===== src/rtl/punc_debug_scanner.sv =====
// Debug-port snapshot reader for PUnC. It walks PC, R0..R7 and then a memory
// window through the debug address ports, and streams each word over a valid/ready link.
module punc_debug_scanner #(
  parameter int DBG_LAT = 1
) (
  input  logic        clk,
  input  logic        rst,
  input  logic        start,
  input  logic [15:0] mem_base,
  input  logic [15:0] mem_len,
  output logic [15:0] mem_debug_addr,
  output logic [2:0]  rf_debug_addr,
  input  logic [15:0] mem_debug_data,
  input  logic [15:0] rf_debug_data,
  input  logic [15:0] pc_debug_data,
  output logic        out_valid,
  input  logic        out_ready,
  output logic [15:0] out_data,
  output logic [1:0]  out_kind,
  output logic [15:0] out_addr,
  output logic        out_last,
  output logic        busy,
  output logic        done
);

  typedef enum logic [2:0] {
    S_IDLE = 3'd0,
    S_ADDR = 3'd1,
    S_WAIT = 3'd2,
    S_CAPT = 3'd3,
    S_SEND = 3'd4,
    S_DONE = 3'd5
  } state_t;

  localparam logic [1:0] K_PC  = 2'd0;
  localparam logic [1:0] K_RF  = 2'd1;
  localparam logic [1:0] K_MEM = 2'd2;

  localparam logic [2:0] LAT_M1 = 3'((DBG_LAT > 0) ? (DBG_LAT - 1) : 0);

  state_t      state_q, state_d;
  logic [1:0]  kind_q, kind_d;
  logic [2:0]  rf_idx_q, rf_idx_d;
  logic [15:0] mem_cnt_q, mem_cnt_d;
  logic [15:0] base_q, base_d;
  logic [15:0] len_q, len_d;
  logic [2:0]  wait_q, wait_d;
  logic [15:0] mem_addr_q, mem_addr_d;
  logic [2:0]  rf_addr_q, rf_addr_d;
  logic        out_valid_q, out_valid_d;
  logic [15:0] out_data_q, out_data_d;
  logic [1:0]  out_kind_q, out_kind_d;
  logic [15:0] out_addr_q, out_addr_d;
  logic        out_last_q, out_last_d;
  logic        busy_q, busy_d;
  logic        done_q, done_d;

  // An item closes the frame if it is R7 with an empty window, or the final window word.
  function automatic logic is_last_item(input logic [1:0]  kind,
                                        input logic [2:0]  rf_idx,
                                        input logic [15:0] cnt,
                                        input logic [15:0] len);
    logic res;
    res = 1'b0;
    if (kind == K_RF) begin
      res = (rf_idx == 3'd7) && (len == 16'd0);
    end else if (kind == K_MEM) begin
      res = (cnt == (len - 16'd1));
    end else begin
      res = 1'b0;
    end
    return res;
  endfunction

  // Next-state, item sequencing and output register inputs.
  always_comb begin
    state_d     = state_q;
    kind_d      = kind_q;
    rf_idx_d    = rf_idx_q;
    mem_cnt_d   = mem_cnt_q;
    base_d      = base_q;
    len_d       = len_q;
    wait_d      = wait_q;
    mem_addr_d  = mem_addr_q;
    rf_addr_d   = rf_addr_q;
    out_valid_d = out_valid_q;
    out_data_d  = out_data_q;
    out_kind_d  = out_kind_q;
    out_addr_d  = out_addr_q;
    out_last_d  = out_last_q;
    busy_d      = busy_q;
    done_d      = 1'b0;

    case (state_q)
      S_IDLE: begin
        if (start) begin
          base_d    = mem_base;
          len_d     = mem_len;
          kind_d    = K_PC;
          rf_idx_d  = 3'd0;
          mem_cnt_d = 16'd0;
          busy_d    = 1'b1;
          state_d   = S_ADDR;
        end else begin
          state_d = S_IDLE;
        end
      end

      S_ADDR: begin
        if (kind_q == K_RF) begin
          rf_addr_d = rf_idx_q;
        end else if (kind_q == K_MEM) begin
          mem_addr_d = base_q + mem_cnt_q;
        end else begin
          rf_addr_d = rf_addr_q;
        end
        if (DBG_LAT > 0) begin
          wait_d  = LAT_M1;
          state_d = S_WAIT;
        end else begin
          state_d = S_CAPT;
        end
      end

      S_WAIT: begin
        if (wait_q == 3'd0) begin
          state_d = S_CAPT;
        end else begin
          wait_d = wait_q - 3'd1;
        end
      end

      S_CAPT: begin
        out_valid_d = 1'b1;
        out_kind_d  = kind_q;
        out_last_d  = is_last_item(kind_q, rf_idx_q, mem_cnt_q, len_q);
        case (kind_q)
          K_PC: begin
            out_data_d = pc_debug_data;
            out_addr_d = 16'd0;
          end
          K_RF: begin
            out_data_d = rf_debug_data;
            out_addr_d = {13'd0, rf_idx_q};
          end
          K_MEM: begin
            out_data_d = mem_debug_data;
            out_addr_d = mem_addr_q;
          end
          default: begin
            out_data_d = 16'd0;
            out_addr_d = 16'd0;
          end
        endcase
        state_d = S_SEND;
      end

      S_SEND: begin
        if (out_ready) begin
          out_valid_d = 1'b0;
          if (out_last_q) begin
            busy_d  = 1'b0;
            done_d  = 1'b1;
            state_d = S_DONE;
          end else begin
            // The last flag already ends the frame, so advancing never runs past the window.
            case (kind_q)
              K_PC: begin
                kind_d   = K_RF;
                rf_idx_d = 3'd0;
              end
              K_RF: begin
                if (rf_idx_q == 3'd7) begin
                  kind_d    = K_MEM;
                  mem_cnt_d = 16'd0;
                end else begin
                  rf_idx_d = rf_idx_q + 3'd1;
                end
              end
              K_MEM: begin
                mem_cnt_d = mem_cnt_q + 16'd1;
              end
              default: begin
                kind_d = K_PC;
              end
            endcase
            state_d = S_ADDR;
          end
        end else begin
          state_d = S_SEND;
        end
      end

      S_DONE: begin
        state_d = S_IDLE;
      end

      default: begin
        state_d = S_IDLE;
      end
    endcase
  end

  // State and output registers with synchronous active-low reset.
  always_ff @(posedge clk) begin
    if (!rst) begin
      state_q     <= S_IDLE;
      kind_q      <= K_PC;
      rf_idx_q    <= 3'd0;
      mem_cnt_q   <= 16'd0;
      base_q      <= 16'd0;
      len_q       <= 16'd0;
      wait_q      <= 3'd0;
      mem_addr_q  <= 16'd0;
      rf_addr_q   <= 3'd0;
      out_valid_q <= 1'b0;
      out_data_q  <= 16'd0;
      out_kind_q  <= 2'd0;
      out_addr_q  <= 16'd0;
      out_last_q  <= 1'b0;
      busy_q      <= 1'b0;
      done_q      <= 1'b0;
    end else begin
      state_q     <= state_d;
      kind_q      <= kind_d;
      rf_idx_q    <= rf_idx_d;
      mem_cnt_q   <= mem_cnt_d;
      base_q      <= base_d;
      len_q       <= len_d;
      wait_q      <= wait_d;
      mem_addr_q  <= mem_addr_d;
      rf_addr_q   <= rf_addr_d;
      out_valid_q <= out_valid_d;
      out_data_q  <= out_data_d;
      out_kind_q  <= out_kind_d;
      out_addr_q  <= out_addr_d;
      out_last_q  <= out_last_d;
      busy_q      <= busy_d;
      done_q      <= done_d;
    end
  end

  assign mem_debug_addr = mem_addr_q;
  assign rf_debug_addr  = rf_addr_q;
  assign out_valid      = out_valid_q;
  assign out_data       = out_data_q;
  assign out_kind       = out_kind_q;
  assign out_addr       = out_addr_q;
  assign out_last       = out_last_q;
  assign busy           = busy_q;
  assign done           = done_q;

endmodule

===== config.mk =====
export PLATFORM = sky130hd
export DESIGN_NAME = punc_debug_scanner
export DESIGN_NICKNAME = d
export VERILOG_FILES = /design/src/rtl/punc_debug_scanner.sv
export SDC_FILE = /design/constraint.sdc
export NUM_CORES = 1
export LEC_CHECK = 0
export CAP_MARGIN = 15
export CORE_UTILIZATION = 55
export CTS_CLUSTER_SIZE = 40
export DETAILED_ROUTE_END_ITERATION = 7
export HOLD_SLACK_MARGIN = 0.08
export PLACE_DENSITY = 0.94
export SLEW_MARGIN = 20
export SYNTH_ARGS = -nofsm -noshare
export SYNTH_HDL_FRONTEND = slang
export SYNTH_SLANG_ARGS = --single-unit

===== constraint.sdc =====
create_clock -name clk -period 6.3 [get_ports clk]
set_input_delay 0.945 -clock clk [delete_from_list [all_inputs] [get_ports clk]]
set_output_delay 0.945 -clock clk [all_outputs]
set_load 0.005 [all_outputs]

==> reports/metrics.yaml <==
run_status:
  status: "finished, final reports clean"
pwr:
  power.net_switching_mw: 0.632
  seq_power_share_pct: 38.7
  p_leak_nw: 2.95
  switching_share_pct: 29.8
  comb_power_share_pct: 18.7
  power_per_unit_of_standard_cell_area_nw_per_um2: 260
  peakVddDrop_mv: 0.170
  clockPowerShare_pct: 42.6
  internal_power_mw: 1.49
finish:
  num_antenna_cells: 0
  drive_gt1_share_pct: 5.78
  register_area_sq_um: 2320
  syn2layout_area_growth_pct: 31.8
  finalNonFillerCells: 1057
  final.fill_count: 782
  num-nets-final: 1016
  multi_input_logic_area_sq_um: 3590
floorplanning:
  die_y_um: 108
  num_rows: 38
  fp.dieW_um: 108
  placeableCoreArea_sq_um: 10900
  design.die.area_sq_um: 11700
  io_pins: 141
  floorplan.initialDensity_pct: 56.7
synth:
  synth-async-reset-ratio_pct: 0
  synthDistinctLibCells: 63
  synth-edff-count: 0
  synth_xor_area_share_pct: 4.80
  synth_fa_ha_area_share_pct: 5.77
  ys_warn_count: 0
  yosys-top-cells-area: "dfxtp_1, a21oi_1, nand2_1"
  synth.most_common_cell: "nand2_1"
  ys_seq_area_share_pct: 37.4
  synth_largest_area_cell: "dfxtp_1"
  synth_top_area_share_pct: 37.4
  synth.cell_area_sq_um: 6200
  compound_gate_fraction_of_synth_area_pct: 20.4
  synth_instances: 793
  combinational_family_with_the_most_area_after_synthesis: "simple AND/OR/NAND/NOR gates"
  mappedNetlistNets: 905
  yosys-top-cells-count: "nand2_1, dfxtp_1, a21oi_1"
  synthSimpleGateAreaFrac_pct: 25.8
  mux_cell_area_share_after_synthesis_pct: 1.13
  dominantRegCellSynth: "dfxtp_1"
  flop_and_latch_count_out_of_synthesis: 116
  synth_area_per_cell_sq_um: 7.82
clock_network:
  tritoncts: "built"
  path_clk_slew_ns: 0.06
  clkSinkCount: 116
  cts_resized: 0
  tritoncts.num_buffers: 17
  cts_post_setup_buffers_inserted: 0
  clk-insertion-delay-late_ns: 0.42
  cts_root_buffer: "clkbuf_16"
  hold_buffers: 0
  ctsHtreeMaxLevel: 4
  maximum_clock_insertion_buffer_count: 2
placement:
  placement.io_buffers: 140
  place_hpwl_mm: 12.3
  routabilityCongestion: 0.953
  place_inst: 1025
worst_setup_path:
  worstRegToRegCells: 7
  rr_endpoint: "mem_cnt_q[4]"
  r2r_setup_slack_ns: 3.15
  critical_path.slowest_cell: "o21ai_1"
  critPathMaxFanout: 25
  setup_crit_start: "kind_q[1]"
  cp-end-kind: "register"
  worst-path-buf-inv: 1
  startpoint_of_the_lowest_slack_register_to_register_path: "kind_q[1]"
  critical_path_arrival_ns: 3.39
  top_delay_family_on_crit_path: "compound AO/OA/AOI/OAI gates"
  timing.critical_path.mode_cell: "o21ai_1"
  critical_path_cell_by_cell: "inv_1, ha_1, nor2b_1, o21ai_1, nand3_1, o21ai_1, nor2_1"
  cp_slowest_stage_delay_ns: 0.88
  cp-start-kind: "register"
  path_depth: 7
  setup.worst_path.class: "register to register"
  cp-endpoint: "mem_cnt_q[4]"
  required_time_worst_endpoint_ns: 6.54
detailed_routing:
  drt_drc_violations_left: 0
  via_per_inst: 6.20
  vias: 6553
  dr.first_iter.drc_count: 787
  drt-wirelength-per-cell_um: 17.3
  drt_pass1_iterations: 6
  wl_mm: 18.3
  postRouteAntennaNets: 0
sta:
  tns_ns: 0
  fmaxAchievable_mhz: 318
  report.final.setup_viol: 0
  slew_headroom_pct: 30.6
  worst_clock_skew_ns: 0.00890
  max_slew.worst_pin.slew_ns: 1.03
  grt_setup_unrepaired: "no"
  timing.final.crit_share_pct: 50.0
  hold_fails_final_rpt: 0
  hold_worst_slack_ns: 0.453
  finalWorstPathRequiredPeriod_ns: 3.15
  slew_viol_final: 0
global_route:
  grt_start_max_net_pins: 55
  met2_usage_pct: 55.7
  via_count_of_the_first_global_routing_pass: 6207
  grt_busiest_layer: "met2"
  grt_util_all_layers_pct: 32.0
  antenna_found_initial: 0
  grt_overflow: 0
  met3_track_usage_gr_pct: 7.72
  grt_first_pass_wirelength_mm: 29.2
  groute.layer.met1.usage_pct: 36.4
flow_run:
  max-cap-violations: 0
worst_hold_path:
  hold_path_class: "register to register"
-- registers in the layout, indices dropped and copies added, names as in the netlist --
register	count
rf_debug_addr	3
mem_cnt_q	16
out_addr	16
kind_q	2
rf_idx_q	3
out_valid	1
done	1
state_q	3
base_q	16
mem_debug_addr	16
out_last	1
out_data	16
out_kind	2
wait_q	3
len_q	16
busy	1
-- worst min-delay path by stage --
stage                  from  slack (ns)  cells past startpoint            to
2_1_floorplan     base_q[0]        0.44                      2     base_q[0]
3_3_place_gp    out_addr[6]        0.44                      2   out_addr[6]
3_5_place_dp    out_addr[4]        0.45                      2   out_addr[4]
4_1_cts         out_addr[6]        0.45                      2   out_addr[6]
5_1_grt        out_addr[14]        0.47                      2  out_addr[14]
6_report        out_addr[6]        0.45                      2   out_addr[6]
-- per-stage QoR --
stage / setup WS, ns / util, % / instance area (sq um) / power (mW)
finish: 3.15 / 74.8 / 8180 / 2.12
floorplan: 3.97 / - / 6200 / 1.09
detailed placement: 2.88 / 69.6 / 7620 / 1.22
global route: 2.94 / 74.8 / 8180 / 2.21
CTS: 3.23 / 74.8 / 8180 / 2.12
global placement: 2.95 / 69.5 / 7600 / 1.20
-- kinds of logic after synthesis --
group | count (synthesis)
XOR/XNOR | 34
AO/OA/AOI/OAI | 202
adder cells (fa/ha/maj) | 28
flip-flops | 116
AND/OR/NAND/NOR | 332
buffers and inverters | 74
multiplexers | 7
-- final cells by class --
class	instances	share of cell area, %
multi-input combinational	603	44.0
clock inverter	15	1.64
sequential	116	28.4
tap	140	2.14
clock buffer	17	5.20
inverter	20	0.918
timing repair buffer	146	17.7
-- power by group through the flow --
stage          Combinational (mW)  Sequential, mW  Clock (mW)
2_1_floorplan               0.279           0.813           0
4_1_cts                     0.393           0.820       0.904
5_1_grt                     0.437           0.827       0.941
6_report                    0.397           0.822       0.905
3_5_place_dp                0.384           0.836           0
3_3_place_gp                0.370           0.833           0
-- placed cells by master, fill, tap and decap left out, types with 7 or more instances in the layout --
cell,netlist,routed
nand4_1,9,9
xor2_1,11,11
o21ai_0,23,23
clkbuf_16,0,17
dfxtp_1,116,116
a222oi_1,16,16
a21oi_1,105,105
xnor2_1,23,23
nand3_1,34,34
a211oi_1,8,8
nor3_1,33,33
or3_1,9,9
ha_1,27,27
nand2_1,130,130
inv_1,18,18
nor2_1,58,58
mux2i_1,7,7
nor4_1,11,11
clkdlybuf4s50_1,0,140
-- routing by layer --
metal,up-vias,share of wire [%]
li1,3075,-
met1,3000,38
met2,389,48
met3,89,9.5
met4,0,4.0
met5,-,0
-- tightest hold or removal path, cell delays in order (launching register included) --
cell and delay, ns:
dfxtp_1 0.31, nand2_1 0.05, a21oi_1 0.05
(Power assumes the default switching activity.)
